==> src/rtl/display_pkg.sv <==
// rtl/display_pkg.sv - shared widths and layer ids for the VGA display pipeline
// Contents:
//   ROM_ADDR_W  image-ROM address width
//   PIX_W       pixel width (RGB444)
//   LAYER_*     requester ids of the display layers on the shared ROM port
//   WAIT_W      width of the per-requester starvation counters (MAX_WAIT up to 15)
package display_pkg;

    localparam int ROM_ADDR_W  = 19;
    localparam int PIX_W       = 12;

    localparam int LAYER_BG    = 0;
    localparam int LAYER_FRUIT = 1;
    localparam int LAYER_BLADE = 2;
    localparam int LAYER_HUD   = 3;

    localparam int WAIT_W      = 4;

endpackage

==> src/rtl/rr_arbiter.sv <==
// rtl/rr_arbiter.sv - combinational round-robin pick starting at a pointer
// Ports:
//   req  in   NUM_REQ   asserted request bits
//   ptr  in   ID_W      index searched first; search wraps at NUM_REQ
//   gnt  out  NUM_REQ   one-hot grant, zero when req is zero
module rr_arbiter #(
    parameter  int NUM_REQ = 4,
    localparam int ID_W    = $clog2(NUM_REQ)
) (
    input  logic [NUM_REQ-1:0] req,
    input  logic [ID_W-1:0]    ptr,
    output logic [NUM_REQ-1:0] gnt
);

    logic [ID_W:0]   idx_w;
    logic [ID_W-1:0] idx;
    logic            found;

    always_comb begin
        gnt   = '0;
        found = 1'b0;
        idx_w = '0;
        idx   = '0;
        for (int k = 0; k < NUM_REQ; k++) begin
            // Explicit wrap keeps the search inside 0..NUM_REQ-1 even when
            // NUM_REQ is not a power of two.
            idx_w = {1'b0, ptr} + (ID_W+1)'(k);
            if (idx_w >= (ID_W+1)'(NUM_REQ)) begin
                idx_w = idx_w - (ID_W+1)'(NUM_REQ);
            end
            idx = idx_w[ID_W-1:0];
            if (!found && req[idx]) begin
                gnt[idx] = 1'b1;
                found    = 1'b1;
            end
        end
    end

endmodule

==> src/rtl/rom_port_arbiter.sv <==
// rtl/rom_port_arbiter.sv - shares the image-ROM read port between display layers
// Ports:
//   clk        in   1                 pixel/system clock
//   rst        in   1                 synchronous reset, active high
//   req        in   NUM_REQ           per-requester read request (level)
//   req_addr   in   NUM_REQ*ADDR_W    flat addresses, slice i = [i*ADDR_W +: ADDR_W]
//   gnt        out  NUM_REQ           one-hot grant, same cycle as req
//   mem_addr   out  ADDR_W            registered ROM address
//   mem_data   in   DATA_W            ROM read data
//   rsp_valid  out  1                 response valid
//   rsp_id     out  ID_W              requester id of the response
//   rsp_data   out  DATA_W            pixel data, 0 when rsp_valid is low
module rom_port_arbiter
    import display_pkg::*;
#(
    parameter  int NUM_REQ  = 4,
    parameter  int ADDR_W   = ROM_ADDR_W,
    parameter  int DATA_W   = PIX_W,
    parameter  int ROM_LAT  = 1,
    parameter  int PRIO0    = 1,
    parameter  int MAX_WAIT = 7,
    localparam int ID_W     = $clog2(NUM_REQ)
) (
    input  logic                      clk,
    input  logic                      rst,
    input  logic [NUM_REQ-1:0]        req,
    input  logic [NUM_REQ*ADDR_W-1:0] req_addr,
    output logic [NUM_REQ-1:0]        gnt,
    output logic [ADDR_W-1:0]         mem_addr,
    input  logic [DATA_W-1:0]         mem_data,
    output logic                      rsp_valid,
    output logic [ID_W-1:0]           rsp_id,
    output logic [DATA_W-1:0]         rsp_data
);

    logic [ID_W-1:0]    ptr;
    logic [WAIT_W-1:0]  wait_cnt [NUM_REQ];
    logic [NUM_REQ-1:0] forced;
    logic [NUM_REQ-1:0] forced_gnt;
    logic [NUM_REQ-1:0] rr_gnt;
    logic [ID_W-1:0]    gnt_id;
    logic               gnt_any;
    logic [ADDR_W-1:0]  sel_addr;

    // Tag pipeline: stage 0 lines up with mem_addr, stage ROM_LAT with mem_data.
    logic [ROM_LAT:0]   tag_v;
    logic [ID_W-1:0]    tag_id [ROM_LAT+1];

    rr_arbiter #(
        .NUM_REQ (NUM_REQ)
    ) u_rr (
        .req (req),
        .ptr (ptr),
        .gnt (rr_gnt)
    );

    always_comb begin
        forced = '0;
        for (int i = 0; i < NUM_REQ; i++) begin
            forced[i] = req[i] && (wait_cnt[i] == WAIT_W'(MAX_WAIT));
        end
    end

    // Isolate the lowest set bit: lowest-index starving requester wins.
    assign forced_gnt = forced & (~forced + NUM_REQ'(1));

    always_comb begin
        gnt = '0;
        if (rst) begin
            gnt = '0;
        end else if (|forced) begin
            gnt = forced_gnt;
        end else if ((PRIO0 != 0) && req[0]) begin
            gnt = NUM_REQ'(1);
        end else begin
            gnt = rr_gnt;
        end
    end

    always_comb begin
        gnt_id   = '0;
        sel_addr = '0;
        for (int i = 0; i < NUM_REQ; i++) begin
            if (gnt[i]) begin
                gnt_id   = ID_W'(i);
                sel_addr = req_addr[i*ADDR_W +: ADDR_W];
            end
        end
    end

    assign gnt_any = |gnt;

    always_ff @(posedge clk) begin
        if (rst) begin
            ptr <= '0;
        end else if (gnt_any) begin
            ptr <= (gnt_id == ID_W'(NUM_REQ-1)) ? '0 : gnt_id + 1'b1;
        end
    end

    always_ff @(posedge clk) begin
        if (rst) begin
            for (int i = 0; i < NUM_REQ; i++) begin
                wait_cnt[i] <= '0;
            end
        end else begin
            for (int i = 0; i < NUM_REQ; i++) begin
                if (!req[i] || gnt[i]) begin
                    wait_cnt[i] <= '0;
                end else if (wait_cnt[i] != WAIT_W'(MAX_WAIT)) begin
                    wait_cnt[i] <= wait_cnt[i] + 1'b1;
                end
            end
        end
    end

    // Address holds its last value on idle cycles.
    always_ff @(posedge clk) begin
        if (rst) begin
            mem_addr <= '0;
        end else if (gnt_any) begin
            mem_addr <= sel_addr;
        end
    end

    always_ff @(posedge clk) begin
        if (rst) begin
            tag_v <= '0;
            for (int k = 0; k <= ROM_LAT; k++) begin
                tag_id[k] <= '0;
            end
        end else begin
            tag_v[0]  <= gnt_any;
            tag_id[0] <= gnt_id;
            for (int k = 1; k <= ROM_LAT; k++) begin
                tag_v[k]  <= tag_v[k-1];
                tag_id[k] <= tag_id[k-1];
            end
        end
    end

    assign rsp_valid = tag_v[ROM_LAT];
    assign rsp_id    = tag_v[ROM_LAT] ? tag_id[ROM_LAT] : '0;
    assign rsp_data  = tag_v[ROM_LAT] ? mem_data : '0;

endmodule

==> config.mk <==
export PLATFORM = sky130hd
export DESIGN_NAME = rom_port_arbiter
export DESIGN_NICKNAME = d
export VERILOG_FILES = /design/src/rtl/display_pkg.sv /design/src/rtl/rr_arbiter.sv /design/src/rtl/rom_port_arbiter.sv
export SDC_FILE = /design/constraint.sdc
export NUM_CORES = 1
export LEC_CHECK = 0
export CAP_MARGIN = 20
export CORE_UTILIZATION = 46
export CTS_CLUSTER_DIAMETER = 40
export DETAILED_ROUTE_END_ITERATION = 8
export PLACE_DENSITY = 0.95
export RECOVER_POWER = 100
export SYNTH_ARGS = -nofsm -noshare
export SYNTH_HDL_FRONTEND = slang
export SYNTH_SLANG_ARGS = --single-unit
==> constraint.sdc <==
create_clock -name clk -period 7.69 [get_ports clk]
set_input_delay 1.1535 -clock clk [delete_from_list [all_inputs] [get_ports clk]]
set_output_delay 1.1535 -clock clk [all_outputs]
set_load 0.05 [all_outputs]
==> results.cfg, run 1 <==
[critical_path]
cp.arrival_ns = 5.41
cpMaxStageDelayCell = dlygate4sd3_1
path_max_fanout = 19
crit_top_cell = dlygate4sd3_1
crit_family = buffers and inverters
reg2reg_depth = 10
worst-path-buf-inv = 3
path_cells = dlygate4sd3_1 -> mux4_2 -> nor2b_1 -> a222oi_1 -> a311o_1 -> clkinvlp_2 -> dlygate4sd3_1
r2r_end = mem_addr[10]
max_stage_delay_ns = 1.00
start_kind = input port
r2r_slack_ns = 2.17
crit_required_ns = 6.54
crit_type = input port to primary output
endpoint_kind = primary output
rr_startpoint = ptr[0]

[final_layout]
finalInstanceArea_sq_um = 4338
fin_nets = 552
drive_above_1_share = 0.04000
synthToLayoutAreaGrowth_pct = 47.66
most-common-layout-cells = clkdlybuf4s50_1 (91), dlygate4sd3_1 (40), nor2_1 (36)
antenna_cells = 0
final_util = 0.7199
fin_cells = 525
final_common_cell = clkdlybuf4s50_1

[clocking]
cts_resized = 0
cts_tree = built
clk_pin_slew_ns = 0.07
post_cts.repair.setup_buffers = 0
cts.sinks = 43
root_buffer = clkbuf_8
clk_path_buf_depth = 2
numCtsBuffers = 5
clk_latency_ns = 0.30
htree_levels = 2
ctsHoldBuffers = 0

[drt]
num_vias = 3283
wl_per_cell_um = 17.59
ant_nets = 0
first_pass_iters = 5
vias_per_cell = 6.253
routed_wirelength_um = 9234
drt_iter0_markers = 227
route.detailed.drc = 0

[worst_hold_path]
min_delay_path_depth = 1
hold_path.startpoint = tag_id[0][1]
min_to = tag_id[0][3]
hold_class = flip-flop to flip-flop

[grt]
grt_pass1_wl_um = 14460
grt_pass1_vias = 3078
globalRouteMet3Util = 0.05889
use_met1 = 0.3317
grt_busiest_layer = met2
track_usage = 0.2834
grt_max_degree = 34
grt.overflow.total = 0
antenna_found_initial = 0
met2_usage = 0.4868

[yosys]
yosys_most_used_dff = dfxtp_1
syn_inst = 332
synthTopCellsByArea = dfxtp_1 (18%), edfxtp_1 (16%), nor2_1 (4.6%)
synth_top_area_share = 0.1840
yosysSeqAreaShare = 0.3475
postSynth.asyncResetShare = 0
syn-cell-area_sq_um = 2938
synth.ff_latch_count = 43
synth-edff-count = 16
yosys_warnings = 0
synth.distinct_cells = 54
synth_top_area_cell = dfxtp_1
avgSynthCellArea_sq_um = 8.849

[floorplanning]
ios = 132
die_height_um = 81.92
fp.dieW_um = 81.92
die_area_sq_um = 6710
core_area_sq_um = 6026
start_util = 0.4875
rows = 28

[pwr]
internal_power_uw = 715.0
seq_power_share = 0.257
vdd_drop_max_uv = 228.2
leakage_uw = 0.001791
switching_power_uw = 670.4
power_density_nw_per_um2 = 319.4
p_comb_frac = 0.617
switching_share = 0.4839
clock_power_share = 0.126

[sta]
max_slew_margin = -0.04034
report.final.slew_viol_count = 26
worstMarginPinSlew_ns = 1.561
finalHoldViolations = 0
fin_skew_ns = 0.01313
min_period_over_period = 0.8530
fmax_mhz = 152.4
rsz0062_at_grt = no
setup_tns_ns = 0
period_needed_ns = 6.560
finalSetupViolCount = 0
holdWs_ns = 0.4411

[placed_design]
placed_area_sq_um = 4235
place_inst = 517
dp.final_hpwl_um = 6937
place.gp.congestion = 0.9241
port_buffers = 131

[job]
maxCapViolations = 1

[status]
violations = capacitance limit, slew limit
outcome = finished with violations
[sequential cells by signal, summed over array words and instances, names as in the netlist]
register and count:
wait_cnt 16, mem_addr 19, tag_id 4, tag_v 2, ptr 2
[per-layer routing]
| metal | up-vias | routed length, um |
|---|---|---|
| met4 | 0 | 305 |
| met1 | 1564 | 3454 |
| met3 | 33 | 778 |
| li1 | 1490 | - |
| met5 | - | 0 |
| met2 | 196 | 4696 |
[power groups by stage]
stage	Clock (uW)	Sequential, uW	Combinational [uW]
6_report	175	356	855
5_1_grt	184	363	915
4_1_cts	176	356	873
3_5_place_dp	0	359	867
3_3_place_gp	0	359	858
2_1_floorplan	0	499	479
[per-stage QoR]
stage	power (uW)	worst slack, ns
final	1385	1.130
after global routing	1462	0.7985
after CTS	1404	1.704
after detailed placement	1226	1.777
after global placement	1217	1.802
after floorplan	978.6	3.291
[kinds of logic (layout without fill, tap and decap cells)]
kind of cell | Yosys count | count (layout) | share of synthesized area
buffers and inverters | 37 | 152 | 0.05877
flip-flops | 43 | 43 | 0.3475
AND/OR/NAND/NOR | 122 | 122 | 0.2334
multiplexers | 7 | 7 | 0.04131
other | 1 | 4 | 0.001276
adder cells (fa/ha/maj) | 9 | 9 | 0.03833
XOR/XNOR | 7 | 7 | 0.02087
AO/OA/AOI/OAI | 106 | 106 | 0.2585
[how the worst max path moves through the flow]
stage | from | end | slack (ns) | cells after the start
floorplan | req[3] | gnt[2] | 3.29 | 8
global placement | req[0] | gnt[2] | 1.80 | 7
detailed placement | req[0] | gnt[2] | 1.78 | 7
CTS | req[0] | gnt[2] | 1.70 | 7
global route | rst | gnt[2] | 0.80 | 6
finish | req[0] | gnt[2] | 1.13 | 7
[Yosys cell counts (2+ instances only)]
master	n
nand2b_1	2
o21ai_0	7
inv_1	11
nor3_1	4
nand3_1	8
a21oi_1	16
nor2b_1	5
a211oi_1	13
o2111ai_1	2
nor3b_1	6
a21o_1	12
dfxtp_1	27
ha_1	9
edfxtp_1	16
clkbuf_1	14
o22ai_1	17
or2_2	2
xnor2_1	3
mux4_2	4
a311oi_1	2
buf_6	3
mux2i_1	2
a221oi_1	7
and3_1	2
nor4b_1	13
xor2_1	4
a31oi_1	9
nor2_1	36
o32ai_1	6
and2_1	18
nand4b_1	4
and4b_1	4
buf_2	8
nand2_1	16
[cell type report]
cell class	instances	area, sq um
sequential	43	1021
clock inverter	2	36.28
clock buffer	6	72.57
tap	75	93.84
timing repair buffer	132	1319
multi-input combinational	255	1749
fill	450	1688
inverter	12	46.29
(Power assumes the default switching activity.)
==> run 2: changes to the inputs <==
Settings changed: SETUP_SLACK_MARGIN set to 0.1.
==> results of run 2 <==
Final layout, timing and power as in run 1 (identical DEF).
